[config.mk]
export PLATFORM = sky130hd
export DESIGN_NAME = voice_allocator_flat
export DESIGN_NICKNAME = d
export VERILOG_FILES = /design/src/rtl/voice_allocator_if.sv /design/src/rtl/voice_allocator.sv /design/src/flat_wrapper.sv
export SDC_FILE = /design/constraint.sdc
export NUM_CORES = 1
export LEC_CHECK = 0
export CORE_MARGIN = 5
export CORE_UTILIZATION = 45
export CTS_BUF_LIST = sky130_fd_sc_hd__clkbuf_16
export CTS_CLUSTER_SIZE = 16
export DETAILED_ROUTE_END_ITERATION = 16
export PLACE_DENSITY = 0.61
export REMOVE_ABC_BUFFERS = 1
export SYNTH_ARGS = -nofsm -noshare
export SYNTH_HDL_FRONTEND = slang
export SYNTH_SLANG_ARGS = --single-unit
[constraint.sdc]
create_clock -name clk -period 2.95 [get_ports clk]
set_input_delay 0.885 -clock clk [delete_from_list [all_inputs] [get_ports clk]]
set_output_delay 0.885 -clock clk [all_outputs]
set_load 0.02 [all_outputs]
[src/rtl/voice_allocator_if.sv]
// Key/voice bundle between the key matrix side and the voice allocator.
// The allocator takes the raw keys and presents the per-voice note codes,
// the mixer load/select lines, the steal pulse and the debounced key levels.
interface voice_allocator_if #(
   parameter int NKEYS = 8
);
   logic [NKEYS-1:0] keys;
   logic [3:0]       note0;
   logic [3:0]       note1;
   logic [1:0]       ld;
   logic [1:0]       sel;
   logic             steal;
   logic [NKEYS-1:0] deb_keys;

   // Drives the keys and observes the allocator (testbench / front panel).
   modport master (
      output keys,
      input  note0, note1, ld, sel, steal, deb_keys
   );

   // The allocator itself.
   modport slave (
      input  keys,
      output note0, note1, ld, sel, steal, deb_keys
   );
endinterface

[src/rtl/voice_allocator.sv]
// Two-voice key allocator: synchronizes and debounces NKEYS raw buttons,
// detects press/release edges, assigns pressed keys to the two tone voices
// in ascending key order, frees a voice on release and steals the oldest
// voice when both are busy.
module voice_allocator #(
   parameter int NKEYS      = 8,
   parameter int DEB_CYCLES = 16
) (
   input  logic             clk,
   input  logic             rst,
   voice_allocator_if.slave bus
);

   localparam int         CW      = $clog2(DEB_CYCLES);
   localparam logic [CW-1:0] CNT_MAX = CW'(DEB_CYCLES - 1);
   localparam logic [3:0] NO_NOTE = 4'hF;

   // Synchronizer and debounce state
   logic [NKEYS-1:0] sync1_q, sync1_d;
   logic [NKEYS-1:0] sync2_q, sync2_d;
   logic [CW-1:0]    cnt_q [NKEYS];
   logic [CW-1:0]    cnt_d [NKEYS];
   logic [NKEYS-1:0] deb_q, deb_d;
   logic [NKEYS-1:0] deb_dly_q, deb_dly_d;

   // Allocation state
   logic [3:0]       note_q [2];
   logic [3:0]       note_d [2];
   logic [1:0]       ld_q, ld_d;
   logic             oldest_q, oldest_d;
   logic             steal_q, steal_d;
   logic [NKEYS-1:0] pending_q, pending_d;

   // Per-cycle working values of the allocator
   logic [NKEYS-1:0] press;
   logic [1:0]       held;
   logic [NKEYS-1:0] sounding;
   logic [NKEYS-1:0] cand;
   logic [NKEYS-1:0] pick;
   logic [3:0]       k;

   // Two-flop synchronizer feeding the debouncers.
   always_comb begin
      sync1_d = bus.keys;
      sync2_d = sync1_q;
   end

   // Debounce: deb flips on the DEB_CYCLES-th consecutive differing sample.
   always_comb begin
      // NOTE: every always_comb output gets a default first so no path leaves it unassigned (no latch).
      deb_d     = deb_q;
      cnt_d     = cnt_q;
      deb_dly_d = deb_q;
      for (int i = 0; i < NKEYS; i++) begin
         cnt_d[i] = '0;
         if (sync2_q[i] != deb_q[i]) begin
            if (cnt_q[i] == CNT_MAX) begin
               deb_d[i] = ~deb_q[i];
            end else begin
               cnt_d[i] = cnt_q[i] + 1'b1;
            end
         end
      end
   end

   // Release, candidate selection and voice assignment for this cycle.
   always_comb begin
      note_d    = note_q;
      ld_d      = ld_q;
      oldest_d  = oldest_q;
      steal_d   = 1'b0;
      press     = deb_q & ~deb_dly_q;
      held      = '0;
      sounding  = '0;
      pick      = '0;
      k         = NO_NOTE;

      // Free any voice whose key is no longer held down.
      for (int v = 0; v < 2; v++) begin
         for (int i = 0; i < NKEYS; i++) begin
            if (note_q[v] == 4'(i)) held[v] = deb_q[i];
         end
         if (ld_q[v] && !held[v]) begin
            ld_d[v]   = 1'b0;
            note_d[v] = NO_NOTE;
         end
      end
      // One voice freed while the other keeps sounding: the survivor is oldest.
      if (ld_d != ld_q && ld_d != 2'b00) oldest_d = ld_d[1];

      // Keys already on a voice never compete for a second voice.
      for (int i = 0; i < NKEYS; i++) begin
         sounding[i] = (ld_d[0] && note_d[0] == 4'(i)) ||
                       (ld_d[1] && note_d[1] == 4'(i));
      end
      cand = (pending_q | press) & deb_q & ~sounding;

      // Lowest-index candidate wins; scanning downward leaves it last.
      for (int i = NKEYS - 1; i >= 0; i--) begin
         if (cand[i]) begin
            pick    = '0;
            pick[i] = 1'b1;
            k       = 4'(i);
         end
      end
      pending_d = cand & ~pick;

      if (|cand) begin
         if (!ld_d[0]) begin
            note_d[0] = k;
            ld_d[0]   = 1'b1;
            oldest_d  = ld_d[1];
         end else if (!ld_d[1]) begin
            note_d[1] = k;
            ld_d[1]   = 1'b1;
            oldest_d  = 1'b0;
         end else begin
            // Both busy: the oldest voice is taken over and the key it held stays unvoiced.
            note_d[oldest_d] = k;
            steal_d          = 1'b1;
            oldest_d         = ~oldest_d;
         end
      end
   end

   // State registers; asynchronous active-low reset clears everything.
   always_ff @(posedge clk or negedge rst) begin
      if (!rst) begin
         sync1_q   <= '0;
         sync2_q   <= '0;
         // NOTE: the per-key counter array is reset too, so a key bouncing across reset cannot inherit a partial count.
         cnt_q     <= '{default: '0};
         deb_q     <= '0;
         deb_dly_q <= '0;
         note_q    <= '{NO_NOTE, NO_NOTE};
         ld_q      <= '0;
         oldest_q  <= 1'b0;
         steal_q   <= 1'b0;
         pending_q <= '0;
      end else begin
         // NOTE: non-blocking assignments so every flop samples pre-edge values.
         sync1_q   <= sync1_d;
         sync2_q   <= sync2_d;
         cnt_q     <= cnt_d;
         deb_q     <= deb_d;
         deb_dly_q <= deb_dly_d;
         note_q    <= note_d;
         ld_q      <= ld_d;
         oldest_q  <= oldest_d;
         steal_q   <= steal_d;
         pending_q <= pending_d;
      end
   end

   assign bus.note0    = note_q[0];
   assign bus.note1    = note_q[1];
   assign bus.ld       = ld_q;
   assign bus.sel      = ld_q;
   assign bus.steal    = steal_q;
   assign bus.deb_keys = deb_q;

endmodule

[src/flat_wrapper.sv]
// flat-port wrapper written by rule: the top's interface ports become plain ports
module voice_allocator_flat 
#(
   parameter int NKEYS      = 8,
   parameter int DEB_CYCLES = 16
)
  (clk, rst, bus_keys, bus_note0, bus_note1, bus_ld, bus_sel, bus_steal, bus_deb_keys);
  voice_allocator_if #(.NKEYS(NKEYS)) bus_i ();
  input  logic clk;
  input  logic rst;
  input wire logic [$bits(bus_i.keys)-1:0] bus_keys;
  output wire logic [$bits(bus_i.note0)-1:0] bus_note0;
  output wire logic [$bits(bus_i.note1)-1:0] bus_note1;
  output wire logic [$bits(bus_i.ld)-1:0] bus_ld;
  output wire logic [$bits(bus_i.sel)-1:0] bus_sel;
  output wire logic [$bits(bus_i.steal)-1:0] bus_steal;
  output wire logic [$bits(bus_i.deb_keys)-1:0] bus_deb_keys;
  assign bus_i.keys = bus_keys;
  assign bus_note0 = bus_i.note0;
  assign bus_note1 = bus_i.note1;
  assign bus_ld = bus_i.ld;
  assign bus_sel = bus_i.sel;
  assign bus_steal = bus_i.steal;
  assign bus_deb_keys = bus_i.deb_keys;
  voice_allocator #(.NKEYS(NKEYS), .DEB_CYCLES(DEB_CYCLES)) u_core (.clk(clk), .rst(rst), .bus(bus_i));
endmodule
After elaboration in Yosys (flattened, before gate mapping)
Cells that the tools add are included.
- bits of input ports: 10
- output and inout bits: 21
- logic and storage cells: 211
- flip-flop bits (word level): 84
- mux-type cells: 69
- add/subtract/negate cells: 8
- equality and inequality tests: 45
- bitwise gates (word level): 18
- magnitude comparators: 2
- reduce and logical (&&, ||, !) cells: 44
- operators by type and width (cell ; number):
    $mux W4 ; 31
    $mux W8 ; 9
    $eq A4 B3 Y1 const B ; 16
    $add A4 B1 Y4 const B ; 8
    $and A8 B8 Y8 ; 4
    $eq A4 B2 Y1 const B ; 8
    $eq A4 B4 Y1 const B ; 8
    $mux W1 ; 26
    $not A8 Y8 ; 3
    $logic_and A1 B1 Y1 ; 20
    $eq A4 B1 Y1 const B ; 4
    $logic_not A4 Y1 ; 4
    $reduce_and A2 Y1 ; 8
    $not A1 Y1 ; 9
    $bwmux W8 ; 1
    $logic_or A1 B1 Y1 ; 8
    $ne A1 B1 Y1 ; 8
    $or A8 B8 Y8 ; 1
    $reduce_or A8 Y1 ; 1
    $demux W4 S1 ; 1
    $ge A2 B2 Y1 const B ; 1
    $logic_not A1 Y1 ; 2
    $lt A2 B1 Y1 const B ; 1
    $mux W2 ; 1
    3 further kinds ; 3

Depth between registers and ports, before layout
- depth after elaboration: 29
- gate-level depth with buffers: 9
- depth with buffers taken out: 7

Least setup slack after synthesis
OpenSTA, ideal clock, no wires.
- kind: register to register
- from: register u_core.note_q (netlist bit u_core.bus.note0[2])
- to: register u_core.note_q (netlist bit u_core.bus.note0[2])
- arrival: 2745 ps
- period minus slack after synthesis: 2829 ps
- cell stages (with the launch flop): 9
- required time: 2867 ps
- buffers on the path: 1
- setup slack: 121 ps
- setup time: 83 ps
- cells stage by stage: dfstp_2 buf_6 mux2i_1 a22o_1 or2_4 or4_1 a32o_2 o31a_1 o32a_1
- RTL lines (item ; line ; RTL):
    from (decl) ; voice_allocator.sv:27 ; logic [3:0] note_q [2];
    from (signal assigned) ; voice_allocator.sv:135 ; note_q <= '{NO_NOTE, NO_NOTE};
    from (signal assigned) ; voice_allocator.sv:147 ; note_q <= note_d;

==> flow_metrics.py <==
metrics = {
    "clock_tree": {
        "htreeDepth": 3,
        "cts_hold_buf": 0,
        "clock-root-buffer": "clkbuf_16",
        "clock_latency_ps": 330,
        "cts_tree": "built",
        "clockBufferDepth": 2,
        "clkSlewWorstSetupHoldPaths_ps": 60,
        "cts_inserted_buffers": 9,
        "clock_sinks": 83,
    },
    "worst_setup_path": {
        "critical_path.slowest_cell": "dfstp_2",
        "reg2reg_depth": 7,
        "endpoint": "u_core.bus.note0[2]",
        "crit_chain": "mux2i_1, a22o_2, or2_4, or4_1, a32o_2, o31a_1, o32a_1",
        "endpoint_kind": "register",
        "cp-start-kind": "register",
        "critPathMaxFanout": 7,
        "critPathKind": "reg -> reg",
        "rrSetupSlack_ps": 90,
        "crit_start": "u_core.bus.note0[2]",
        "required_ps": 3210,
        "cpPeakStageDelay_ps": 620,
        "arrival_ps": 3120,
        "worstReg2RegStart": "u_core.bus.note0[2]",
        "rr_endpoint": "u_core.bus.note0[2]",
    },
    "worst_hold_path": {
        "min_from": "u_core.sync1_q[7]",
        "hp-class": "reg -> reg",
    },
    "grt": {
        "overflow": 0,
        "grt_pass1_wl_um": 13400,
        "grt_start_max_net_pins": 49,
        "antenna_found_initial": 0,
        "grtUsageTotal": 0.170,
        "grt_pass1_vias": 2651,
    },
    "detailed_routing": {
        "vias": 2667,
        "drt_iter0_drc": 187,
        "vias_per_cell": 5.47,
        "ant_nets": 0,
        "drc_errors": 0,
        "routed_wire_length_per_instance_um": 16.3,
        "routed_wl_um": 7960,
        "wirelength_met1_um": 3640,
        "drt_first_pass_iters": 4,
        "dr_wl_met3_um": 521,
        "met2WireLength_um": 3560,
        "topRoutingLayerUsed": "met4",
    },
    "floorplan": {
        "die_width_um": 101,
        "ios": 31,
        "die_h_um": 101,
        "coreArea_um2": 8180,
        "die_area_um2": 10200,
        "initial_core_util": 0.457,
        "core.rowCount": 33,
    },
    "pwr": {
        "finalPower_mw": 2.72,
        "leakage_nw": 1.92,
        "p_comb_frac": 0.135,
        "peakVddDrop_mv": 0.328,
        "internal_power_mw": 2.03,
        "power.density_nw_per_um2": 595,
        "p_clk_frac": 0.396,
        "seqPwrFrac": 0.469,
        "p_switching_mw": 0.698,
        "swShare": 0.256,
    },
    "final_layout": {
        "final_common_cell": "dfrtp_1",
        "fill_cells": 691,
        "area_growth_pct": 22.4,
        "final_cell_mix": "dfrtp_1, clkdlybuf4s50_1, nor2_1",
        "finish.utilization": 0.560,
        "antennaDiodeCount": 0,
        "final_area_um2": 4580,
        "nets": 396,
        "register_area_um2": 2090,
        "drive_above_1_share": 0.162,
        "multi_input_area_um2": 1560,
        "stdcell_count": 488,
    },
    "synth": {
        "synth.distinct_cells": 54,
        "ys_seq_elements": 83,
        "ys_async_sr_fraction": 1.00,
        "synth_top_area_share": 0.502,
        "synth_cells": 326,
        "yosysWarnings": 0,
        "yosysTopAreaCell": "dfrtp_1",
        "syn_area_um2": 3740,
        "ys_seq_area_frac": 0.558,
        "synth_area_leaders": "dfrtp_1, dfstp_2, xnor2_1",
        "synth_edf_count": 0,
        "syn_area_per_cell_um2": 11.5,
        "ys.flop_type": "dfrtp_1",
    },
    "sta": {
        "maxSlewHeadroom": 0.675,
        "worst_pin_slew_ps": 488,
        "period_share": 0.969,
        "final_max_slew_viol_count": 0,
        "clock_skew_ps": 7.04,
        "finalHoldViolations": 0,
        "fmax_mhz": 350,
        "finalCriticalPeriod_ps": 2860,
        "setup_viol": 0,
    },
    "place": {
        "dpl.cell_count": 469,
        "portBuffers": 30,
        "postPlaceCellArea_um2": 4250,
        "hpwl_um": 5620,
        "place_congestion": 0.954,
    },
    "run": {
        "drv_cap": 0,
    },
    "outcome": {
        "status": "complete, no violations",
    },
}
-- flip-flops by register name, summed over array words and instances, names as in the netlist --
register and flops:
u_core.cnt_q 32, u_core.oldest_q 1, u_core.bus.note0 4, u_core.deb_dly_q 8, u_core.sync2_q 8, u_core.bus.note1 4, u_core.sync1_q 8, u_core.pending_q 7
u_core.bus.steal 1, u_core.bus.ld 2, u_core.bus.deb_keys 8
-- metrics by stage --
stage          hold slack (ps)  TNS [ps]  setup WS, ps
3_5_place_dp               336         0          68.5
2_1_floorplan              331         0           143
3_3_place_gp               332         0          86.2
6_report                   342         0          92.5
5_1_grt                    343     -2.05         -2.05
4_1_cts                    346         0          58.7
-- worst min path at each step --
stage                     slack, ps           endpoint  depth (start not counted)
after global routing            340  u_core.sync2_q[7]                          0
after CTS                       350  u_core.sync2_q[7]                          0
after global placement          330  u_core.sync2_q[0]                          0
final                           340  u_core.sync2_q[7]                          0
after floorplan                 330  u_core.sync2_q[0]                          0
after detailed placement        340  u_core.sync2_q[4]                          0
-- synth_stat cells (2+ instances only) --
master    number
nor4_1         2
nor3b_1        9
buf_4          3
and2_1         2
o31a_1         4
dfrtp_1       75
nor2_1        26
ha_1           8
o221ai_1       4
a22o_1         2
nand2b_1       5
o21ai_0       16
buf_2          2
clkbuf_1       2
mux2_2        10
xnor2_1       16
nand4b_1       8
nand2_1       13
or3_1          4
a211o_1        3
a31oi_1        2
inv_1         17
nand3_1        9
a22oi_1        2
or4_1          2
nand3b_1       2
a211oi_1       2
dfstp_2        8
mux2i_1       11
nor3_1         3
a21oi_1       20
nor2b_1       12
-- power groups by stage --
| stage | clock (mW) | combinational (mW) | sequential (mW) |
|---|---|---|---|
| 6_report | 1.08 | 0.368 | 1.28 |
| 5_1_grt | 1.16 | 0.407 | 1.29 |
| 4_1_cts | 1.11 | 0.328 | 1.29 |
| 3_5_place_dp | 0 | 0.326 | 1.31 |
| 3_3_place_gp | 0 | 0.322 | 1.31 |
| 2_1_floorplan | 0 | 0.170 | 1.32 |
-- area by class of cell --
type	instances	area share
well taps	105	0.0287
repair buffers	49	0.0984
clock buffers	9	0.0492
clock inverters	7	0.0134
flip-flops and latches	83	0.456
inverters	17	0.0139
multi-input cells	218	0.340
-- repair_timing --
item | CTS | global route
buffers inserted | 0 | 3
setup endpoints to repair | 0 | 7
gates resized for setup | 0 | 4
-- logic make-up after synthesis --
kind of cell / after synthesis / synth area share
AO/OA/AOI/OAI: 70 / 0.129
XOR/XNOR: 16 / 0.0375
adder cells (fa/ha/maj): 8 / 0.0268
buffers and inverters: 25 / 0.0308
flip-flops: 83 / 0.558
multiplexers: 21 / 0.0596
AND/OR/NAND/NOR: 103 / 0.158
-- critical path: cells and delay by family, from the launching register on --
family,cells,cell delay [ps]
AO/OA/AOI/OAI,4,1320
AND/OR/NAND/NOR,2,750
flip-flops,1,620
multiplexers,1,100
-- layer usage --
metal  global-route usage  vias to the layer above
met4               0.0695                        0
li1                     -                     1276
met3               0.0448                       22
met5                    0                        -
met2                0.250                       80
met1                0.239                     1289
(Power assumes the default switching activity.)
